==> src/rtl/regfile_stack_ctrl_pkg.sv <==
// ----------------------------------------------------------------------------
// Shared types for the stacked register file and its push/pop sequencer.
//   Command   : command word driven into the stacked register file
//   CtrlState : sequencer states (run, drain-then-push, drain-then-pop)
//   PrioWidthDefault : default interrupt priority width
// ----------------------------------------------------------------------------
package veryl_stacked_regfile_RegFilePkg;

    localparam int PrioWidthDefault = 3;

    typedef enum logic [1:0] {
        Command_none = 2'd0,
        Command_push = 2'd1,
        Command_pop  = 2'd2
    } Command;

    typedef enum logic [2:0] {
        CtrlState_RUN         = 3'd0,
        CtrlState_ENTER_DRAIN = 3'd1,
        CtrlState_ENTER_PUSH  = 3'd2,
        CtrlState_EXIT_DRAIN  = 3'd3,
        CtrlState_EXIT_POP    = 3'd4
    } CtrlState;

endpackage

==> src/rtl/regfile_stack_ctrl_prio_lifo.sv <==
// ----------------------------------------------------------------------------
// prio_lifo: LIFO of the priority levels of the active (nested) interrupts.
// Holds Depth-1 entries; o_top is the priority of the running context
// (0 = thread level when the LIFO is empty).
//   i_clk    : clock
//   i_reset  : asynchronous active-low reset, clears the LIFO
//   i_push   : push i_data (ignored when full)
//   i_pop    : pop top entry (ignored when empty)
//   i_data   : priority to push
//   o_top    : current top entry, 0 when empty
//   o_level  : number of valid entries
// ----------------------------------------------------------------------------
module prio_lifo
    import veryl_stacked_regfile_RegFilePkg::*;
#(
    parameter int Depth     = 4,
    parameter int PrioWidth = PrioWidthDefault
) (
    input  logic                     i_clk,
    input  logic                     i_reset,
    input  logic                     i_push,
    input  logic                     i_pop,
    input  logic [PrioWidth-1:0]     i_data,
    output logic [PrioWidth-1:0]     o_top,
    output logic [$clog2(Depth)-1:0] o_level
);

    localparam int MaxNest = Depth - 1;
    localparam int LvlW    = $clog2(Depth);

    logic [PrioWidth-1:0] r_mem [MaxNest];
    logic [LvlW-1:0]      r_level;
    logic [LvlW-1:0]      w_top_idx;

    assign w_top_idx = r_level - LvlW'(1);

    always_ff @(posedge i_clk or negedge i_reset) begin
        if (!i_reset) begin
            r_level <= '0;
            for (int i = 0; i < MaxNest; i++) begin
                r_mem[i] <= '0;
            end
        end else if (i_push && !i_pop && (r_level < LvlW'(MaxNest))) begin
            r_mem[r_level] <= i_data;
            r_level        <= r_level + LvlW'(1);
        end else if (i_pop && !i_push && (r_level != '0)) begin
            r_level <= r_level - LvlW'(1);
        end
    end

    // Empty LIFO means the core runs at thread level (priority 0).
    assign o_top   = (r_level == '0) ? '0 : r_mem[w_top_idx];
    assign o_level = r_level;

endmodule

==> src/rtl/regfile_stack_ctrl.sv <==
// ----------------------------------------------------------------------------
// regfile_stack_ctrl: sequencer in front of the stacked register file.
// Accepts interrupt entry / return requests, drains the pipeline, then issues
// exactly one push (entry) or pop (return) command. Tracks nesting depth and
// the priority of each active level so only strictly higher priorities preempt.
//   i_clk, i_reset    : clock, asynchronous active-low reset
//   i_irq_valid/prio  : entry request (held until o_irq_ready)
//   o_irq_ready       : accept pulse, coincident with the push command
//   i_ret_valid       : return request (held until o_ret_ready)
//   o_ret_ready       : accept pulse, coincident with pop (or underflow)
//   i_pipe_idle       : no in-flight register writes
//   o_command         : none/push/pop to the stacked register file
//   o_stall           : front-end hold during drain and command cycles
//   o_level           : current nesting level
//   o_cur_prio        : priority of the running context
//   o_overflow        : sticky, preempting request refused at max nesting
//   o_underflow       : sticky, return received at level 0
// ----------------------------------------------------------------------------
module regfile_stack_ctrl
    import veryl_stacked_regfile_RegFilePkg::*;
#(
    parameter int Depth     = 4,
    parameter int PrioWidth = PrioWidthDefault
) (
    input  logic                     i_clk,
    input  logic                     i_reset,
    input  logic                     i_irq_valid,
    input  logic [PrioWidth-1:0]     i_irq_prio,
    output logic                     o_irq_ready,
    input  logic                     i_ret_valid,
    output logic                     o_ret_ready,
    input  logic                     i_pipe_idle,
    output Command                   o_command,
    output logic                     o_stall,
    output logic [$clog2(Depth)-1:0] o_level,
    output logic [PrioWidth-1:0]     o_cur_prio,
    output logic                     o_overflow,
    output logic                     o_underflow
);

    localparam int MaxNest = Depth - 1;
    localparam int LvlW    = $clog2(Depth);

    CtrlState             r_state;
    CtrlState             w_state_nxt;
    logic [PrioWidth-1:0] r_prio_lat;
    logic                 r_overflow;
    logic                 r_underflow;

    Command               w_command;
    logic                 w_irq_ready;
    logic                 w_ret_ready;
    logic                 w_stall;
    logic                 w_set_ovf;
    logic                 w_set_unf;
    logic                 w_latch;
    logic [PrioWidth-1:0] w_top;
    logic [LvlW-1:0]      w_level;

    prio_lifo #(
        .Depth     (Depth),
        .PrioWidth (PrioWidth)
    ) u_prio_lifo (
        .i_clk   (i_clk),
        .i_reset (i_reset),
        .i_push  (r_state == CtrlState_ENTER_PUSH),
        .i_pop   (r_state == CtrlState_EXIT_POP),
        .i_data  (r_prio_lat),
        .o_top   (w_top),
        .o_level (w_level)
    );

    always_ff @(posedge i_clk or negedge i_reset) begin
        if (!i_reset) begin
            r_state     <= CtrlState_RUN;
            r_prio_lat  <= '0;
            r_overflow  <= 1'b0;
            r_underflow <= 1'b0;
        end else begin
            r_state <= w_state_nxt;
            if (w_latch) begin
                r_prio_lat <= i_irq_prio;
            end
            if (w_set_ovf) begin
                r_overflow <= 1'b1;
            end
            if (w_set_unf) begin
                r_underflow <= 1'b1;
            end
        end
    end

    always_comb begin
        w_state_nxt = r_state;
        w_command   = Command_none;
        w_irq_ready = 1'b0;
        w_ret_ready = 1'b0;
        w_stall     = 1'b0;
        w_set_ovf   = 1'b0;
        w_set_unf   = 1'b0;
        w_latch     = 1'b0;
        case (r_state)
            CtrlState_RUN: begin
                // A return takes precedence; a concurrent interrupt simply
                // stays pending because it is not acknowledged.
                if (i_ret_valid) begin
                    if (w_level != '0) begin
                        w_state_nxt = CtrlState_EXIT_DRAIN;
                    end else begin
                        w_ret_ready = 1'b1;
                        w_set_unf   = 1'b1;
                    end
                end else if (i_irq_valid && (i_irq_prio > w_top)) begin
                    if (w_level < LvlW'(MaxNest)) begin
                        w_latch     = 1'b1;
                        w_state_nxt = CtrlState_ENTER_DRAIN;
                    end else begin
                        w_set_ovf = 1'b1;
                    end
                end
            end
            CtrlState_ENTER_DRAIN: begin
                w_stall = 1'b1;
                if (i_pipe_idle) begin
                    w_state_nxt = CtrlState_ENTER_PUSH;
                end
            end
            CtrlState_ENTER_PUSH: begin
                w_command   = Command_push;
                w_irq_ready = 1'b1;
                w_stall     = 1'b1;
                w_state_nxt = CtrlState_RUN;
            end
            CtrlState_EXIT_DRAIN: begin
                w_stall = 1'b1;
                if (i_pipe_idle) begin
                    w_state_nxt = CtrlState_EXIT_POP;
                end
            end
            CtrlState_EXIT_POP: begin
                w_command   = Command_pop;
                w_ret_ready = 1'b1;
                w_stall     = 1'b1;
                w_state_nxt = CtrlState_RUN;
            end
            default: begin
                w_state_nxt = CtrlState_RUN;
            end
        endcase
    end

    assign o_command   = w_command;
    assign o_irq_ready = w_irq_ready;
    // The underflow accept is combinational in RUN; masking with reset keeps
    // the pulse low while reset is held even if a return request is present.
    assign o_ret_ready = w_ret_ready & i_reset;
    assign o_stall     = w_stall;
    assign o_level     = w_level;
    assign o_cur_prio  = w_top;
    assign o_overflow  = r_overflow;
    assign o_underflow = r_underflow;

endmodule

==> config.mk <==
export PLATFORM = sky130hd
export DESIGN_NAME = regfile_stack_ctrl
export DESIGN_NICKNAME = d
export VERILOG_FILES = /design/src/rtl/regfile_stack_ctrl_pkg.sv /design/src/rtl/regfile_stack_ctrl_prio_lifo.sv /design/src/rtl/regfile_stack_ctrl.sv
export SDC_FILE = /design/constraint.sdc
export NUM_CORES = 1
export LEC_CHECK = 0
export CORE_AREA = 2 2 51 53
export CTS_CLUSTER_SIZE = 14
export DETAILED_ROUTE_END_ITERATION = 16
export DIE_AREA = 0 0 53 55
export HOLD_SLACK_MARGIN = 0.08
export PLACE_DENSITY = 0.78
export SYNTH_ARGS = -nofsm -noshare
export SYNTH_HDL_FRONTEND = slang
export SYNTH_SLANG_ARGS = --single-unit
==> constraint.sdc <==
create_clock -name i_clk -period 3.3 [get_ports i_clk]
set_input_delay 0.495 -clock i_clk [delete_from_list [all_inputs] [get_ports i_clk]]
set_output_delay 0.495 -clock i_clk [all_outputs]
set_load 0.01 [all_outputs]
==> results of run 1 <==
==> cell families (layout without fill, tap and decap cells) <==
family / after synthesis / in the layout / share of synthesized area (%)
and+or+nand+nor: 39 / 39 / 19.0
DFF: 19 / 19 / 42.1
muxes: 17 / 17 / 16.7
AOI/OAI and AO/OA: 12 / 12 / 6.64
buffers and inverters: 11 / 30 / 6.20
adders and majority gates: 7 / 7 / 7.75
xor gates and xnor gates: 2 / 2 / 1.55
==> synthesized netlist by cell type (2+ instances only) <==
library cell	count	area, um2
a21o_1	2	15.0
nand2_1	12	45.0
inv_1	6	22.5
o21ai_0	4	20.0
buf_6	2	22.5
a21oi_1	2	10.0
and2_1	2	12.5
xnor2_1	2	17.5
dfrtp_1	19	475
nor2_1	10	37.5
ha_1	7	87.6
mux2i_1	2	20.0
nand2b_1	4	25.0
nand4_1	2	12.5
a211oi_1	2	15.0
mux2_2	15	169
==> path summary, 6_finish.rpt <==
check / startpoint / end / slack [ps] / cells past startpoint
min in group asynchronous: i_reset / r_prio_lat[2]$_DFFE_PN0P_ / 600 / 2
max in group asynchronous: i_reset / u_prio_lifo.r_mem[3]$_DFFE_PN0P_ / 2500 / 2
hold / removal: o_underflow$_DFFE_PN0P_ / o_underflow$_DFFE_PN0P_ / 480 / 1
hold reg to reg: o_underflow$_DFFE_PN0P_ / o_underflow$_DFFE_PN0P_ / 480 / 1
setup reg to reg: u_prio_lifo.o_level[0]$_DFFE_PN0P_ / r_prio_lat[1]$_DFFE_PN0P_ / 470 / 9
setup / recovery: u_prio_lifo.o_level[0]$_DFFE_PN0P_ / o_cur_prio[2] / 320 / 7
==> power by group through the flow <==
stage / sequential, mW / clock [mW] / combinational [mW]
after floorplan: 0.425 / 0 / 0.545
after detailed placement: 0.459 / 0 / 0.751
final: 0.454 / 0.119 / 0.753
after global placement: 0.456 / 0 / 0.729
after global routing: 0.472 / 0.129 / 0.831
after CTS: 0.454 / 0.124 / 0.758
==> per-layer routing <==
| metal | track usage (%) | vias up | share of wire (%) |
|---|---|---|---|
| met5 | 0 | - | 0 |
| met4 | 10.3 | 0 | 2.4 |
| met3 | 3.23 | 5 | 2.7 |
| met2 | 30.2 | 18 | 50 |
| met1 | 23.6 | 398 | 45 |
| li1 | - | 403 | - |
==> stage by stage <==
stage	area (um2)	instances	setup WS, ps	total power [mW]
after floorplan	1130	107	682	0.969
after global placement	1320	152	621	1.18
after detailed placement	1320	152	499	1.21
after CTS	1340	156	309	1.34
after global routing	1340	156	137	1.43
final	1340	156	320	1.33
==> sequential cells by signal (all words and copies together), names as in the netlist <==
register             flops
r_prio_lat               3
o_underflow              1
u_prio_lifo.o_level      2
r_state                  3
u_prio_lifo.r_mem        9
o_overflow               1
==> final cells by class <==
class / count / share of cell area, %
flip-flops and latches: 19 / 35.4
inverters: 6 / 1.68
clock buffers: 4 / 1.96
multi-input cells: 77 / 43.5
well taps: 30 / 2.79
repair buffers: 20 / 14.7
==> worst register-to-register path, cell delays in order (launching register included) <==
cell and delay [ps]:
dfrtp_1 540, inv_1 150, ha_1 420, nand3b_1 200, a21o_1 220, ha_1 310
inv_1 40, o21ai_0 300, nand4_1 230, mux2_2 330
==> impl_metrics.csv, run 1 <==
group,metric,value,unit
clock_network,cts_resized,0,
layout,fin_nets,142,
grt,grt_pass1_wl,3720,um
synth,syn-num-nets,122,
timing,max_clock_freq,0.336,GHz
critical_path,crit_path_end_kind,"primary output",
timing,fin_worst_skew,3.43,ps
clock_network,postCtsSetupRepairBufs,0,
synth,syn_avg_cell_area,10.6,um2
critical_path,crit_top_cell,"inv_1",
layout,multiInputGateArea,584,um2
pwr,power_switching,0.527,mW
layout,final_cell_mix,"19 x clkdlybuf4s50_1, 19 x dfrtp_1, 15 x mux2_2",
place,hpwlAfterDp,1700,um
synth,netlist_area,0.00113,mm2
drt,dr.pass1.iters,4,
drt,wirelength,2240,um
clock_network,htree_num_levels,1,
timing,period_share,90.3,%
clock_network,clk_latency,310,ps
pwr,swShare,39.7,%
layout,diodes,0,
pwr,clockPowerShare,9.0,%
timing,period_needed,2980,ps
synth,yosysUniqueCellTypes,30,
grt,grtUsageTotal,18.5,%
floorplanning,initial_core_util,47.8,%
timing,setup_tns,0,ps
floorplanning,die_height,55,um
grt,grt_max_degree,20,
layout,synthToLayoutAreaGrowth,18.9,%
timing,finalMaxSlewViolations,0,
floorplanning,fp-row-count,18,
timing,slew-limit-headroom,62.4,%
critical_path,crit_chain,"inv_1 -> ha_1 -> mux2_2 -> nand2_1 -> a21o_1 -> inv_1 -> clkdlybuf4s50_1",
critical_path,required,2800,ps
layout,n_fill_cell,209,
timing,rsz0062_at_grt,"no",
critical_path,path_buf_inv,3,
grt,grt-ovfl-total,0,
layout,drive_gt1_share,18.3,%
clock_network,cts_root_buf,"clkbuf_4",
timing,finalHoldViolations,0,
timing,tightest_slew,556,ps
synth,ys_seq_area_share,42.1,%
grt,antenna_found_initial,0,
min_path,min_path_type,"reg2reg",
critical_path,path_class,"reg2out",
synth,async_reset_ff_share,100,%
status,status,"complete, no violations",
layout,regArea,475,um2
synth,ys_ff_latch,19,
flow_run,max-cap-violations,0,
drt,ant_nets,0,
clock_network,cts.sinks,19,
clock_network,cts_buffers,3,
layout,final_util,56.8,%
drt,drtIter0Drc,28,
synth,yosysWarningCount,0,
floorplanning,die_w,53,um
pwr,power.internal,0.800,mW
clock_network,clk_pin_slew,100,ps
floorplanning,io_pins,20,
timing,finalSetupViolCount,0,
drt,wl_per_cell,14.4,um
pwr,power.density,987,mW/mm2
floorplanning,die-area,0.00292,mm2
critical_path,cp_top_family,"buffers and inverters",
floorplanning,core-area,0.00236,mm2
pwr,pwr-share-comb,56.8,%
place,globalplace.congestion,0.800,
critical_path,arrival,2480,ps
synth,synth_edf_count,0,
drt,viasPerCell,5.28,
clock_network,clockBufferDepth,2,
critical_path,start_kind,"flop",
clock_network,cts_hold_buf,0,
pwr,seqPwrFrac,34.2,%
pwr,power.leakage,0.591,nW
timing,holdWs,478,ps
drt,vias,824,
synth,synthFlopType,"dfrtp_1",
clock_network,cts_tree,"yes",
synth,synthCells,107,
critical_path,cpPeakStageDelay,540,ps
critical_path,critPathSlowestCell,"dfrtp_1",
pwr,vdd_ir_drop_max,0.579,mV
drt,drc,0,
grt,grt_pass1_vias,795,
critical_path,cp_max_fo,9,
place,io_buffer_count,19,
Power figures use the tool's default switching activity.
==> inputs of run 2 (changes only) <==
CORE_AREA = 2 2 54 56   (was 2 2 51 53)
DIE_AREA = 0 0 56 58   (was 0 0 53 55)
PLACE_DENSITY = 0.71   (was 0.78)
==> run 2 against run 1 <==
Against the previous run:
- maximum frequency up 0.59%
- highest routed layer unchanged
- count of clock-buffer cells in the layout unchanged
- largest cell class unchanged
- cell count up 0.64%
==> impl_metrics.csv, run 2 (same netlist as run 1, synthesis figures left out) <==
group,metric,value,unit
status,status,"complete, no violations",
floorplanning,die_w,56,um
timing,tightest_slew,502,ps
floorplanning,initial_core_util,42.4,%
timing,period_share,89.8,%
timing,finalSetupViolCount,0,
clock_network,clk_pin_slew,110,ps
place,hpwlAfterDp,1790,um
floorplanning,fp-row-count,19,
timing,period_needed,2960,ps
timing,slew-limit-headroom,66.0,%
place,dp_slack,518,ps
floorplanning,die_height,58,um
layout,drive_gt1_share,18.3,%
place,globalplace.congestion,0.919,
timing,setup_tns,0,ps
clock_network,cts_buffers,3,
min_path,min_path_type,"reg2reg",
drt,drt-met1-wl,1050,um
drt,drtIter0Drc,12,
clock_network,cts_hold_buf,0,
timing,max_clock_freq,0.338,GHz
layout,largest_reg_flops,9,
layout,diodes,0,
drt,wirelength,2310,um
drt,vias,836,
min_path,holdCritStartpoint,"o_overflow$_DFFE_PN0P_",
flow_run,max-cap-violations,0,
layout,fin_nets,142,
clock_network,clockBufferDepth,2,
timing,finalHoldViolations,0,
drt,dr.pass1.iters,4,
grt,grtUsageTotal,15.2,%
grt,antenna_found_initial,0,
critical_path,crit_top_cell,"inv_1",
grt,grt_max_degree,20,
floorplanning,die-area,0.00325,mm2
timing,setup_ws,338,ps
floorplanning,core-area,0.00266,mm2
place,io_buffer_count,19,
clock_network,htree_num_levels,1,
pwr,vdd_ir_drop_max,0.504,mV
critical_path,path_class,"reg2out",
drt,drc,0,
pwr,power.leakage,0.591,nW
grt,grt-ovfl-total,0,
layout,final_cell_mix,"19 x clkdlybuf4s50_1, 19 x dfrtp_1, 15 x mux2_2",
layout,final_util,50.5,%
clock_network,postCtsSetupRepairBufs,0,
clock_network,clk_latency,290,ps
timing,fin_worst_skew,6.55,ps
clock_network,cts_root_buf,"clkbuf_4",
critical_path,r2r_start,"u_prio_lifo.o_level[0]$_DFFE_PN0P_",
drt,wl_per_cell,14.7,um
critical_path,critPathSlowestCell,"dfrtp_1",
critical_path,cp-startpoint,"u_prio_lifo.o_level[0]$_DFFE_PN0P_",
clock_network,cts.sinks,19,
critical_path,arrival,2470,ps
critical_path,cp_max_fo,9,
drt,wl_met2,1190,um
layout,reg.largest.list,"u_prio_lifo.r_mem: 9 flops, r_prio_lat: 3 flops, r_state: 3 flops",
timing,rsz0062_at_grt,"no",
pwr,total_power,1.33,mW
critical_path,cpPeakStageDelay,550,ps
clock_network,cts_resized,0,
critical_path,start_kind,"flop",
pwr,power.density,986,mW/mm2
drt,ant_nets,0,
critical_path,crit_path_end_kind,"primary output",
grt,grt_pass1_vias,832,
drt,top_layer,"met4",
drt,viasPerCell,5.32,
clock_network,cts_tree,"yes",
layout,synthToLayoutAreaGrowth,19.0,%
critical_path,crit_chain,"inv_1 -> ha_1 -> mux2_2 -> nand2_1 -> a21o_1 -> inv_1 -> clkdlybuf4s50_1",
layout,top_register,"u_prio_lifo.r_mem",
timing,finalMaxSlewViolations,0,
floorplanning,io_pins,20,
grt,grt_pass1_wl,3820,um
layout,n_fill_cell,263,
drt,met3WireLength,56,um
critical_path,required,2800,ps
## run 2: final cells by class
class                           instances  area [um2]  area share (%)
Clock buffer                            4        26.3            1.95
Inverter                                6        22.5            1.67
Multi-Input combinational cell         77         584            43.4
Sequential cell                        19         475            35.3
Tap cell                               31        38.8            2.88
Timing Repair Buffer                   20         198            14.7
## run 2: power by group
part | switching [mW] | internal [mW] | leakage, nW
combinational | 0.340 | 0.410 | 0.344
sequential | 0.119 | 0.341 | 0.233
clock | 0.0699 | 0.0470 | 0.0150
total | 0.528 | 0.798 | 0.591
## run 2: worst paths after layout
path | endpoint | slack (ps) | cells after the start
max reg2reg | r_prio_lat[0]$_DFFE_PN0P_ | 500 | 9
min | o_overflow$_DFFE_PN0P_ | 480 | 1
max in group asynchronous | u_prio_lifo.r_mem[0]$_DFFE_PN0P_ | 2470 | 2
min reg2reg | o_overflow$_DFFE_PN0P_ | 480 | 1
max | o_cur_prio[2] | 340 | 7
min in group asynchronous | r_prio_lat[0]$_DFFE_PN0P_ | 620 | 2
## run 2: routing by layer
metal  global-route usage [%]  up-vias
li1                         -      406
met1                     17.8      414
met2                     27.9       14
met3                     2.23        2
met4                     6.12        0
met5                        0        -
## run 2: critical path: cells and delay by family (launching register included)
family          cells  cell delay (ps)
compound gates      1              140
fa+ha+maj           1              420
buf+inv             3              650
flops               1              550
mux                 1              360
simple gates        1               60
## run 2: per-stage QoR
| step | cell area (um2) | cells | hold WS [ps] |
|---|---|---|---|
| CTS | 1350 | 157 | 490 |
| floorplan | 1130 | 107 | 199 |
| global route | 1350 | 157 | 503 |
| detailed placement | 1320 | 153 | 451 |
| finish | 1350 | 157 | 483 |
| global placement | 1320 | 153 | 453 |
==> inputs of run 3 (changes only) <==
TNS_END_PERCENT = 5   (was default)
==> results of run 3 <==
Final layout, timing and power as in run 2 (identical DEF).
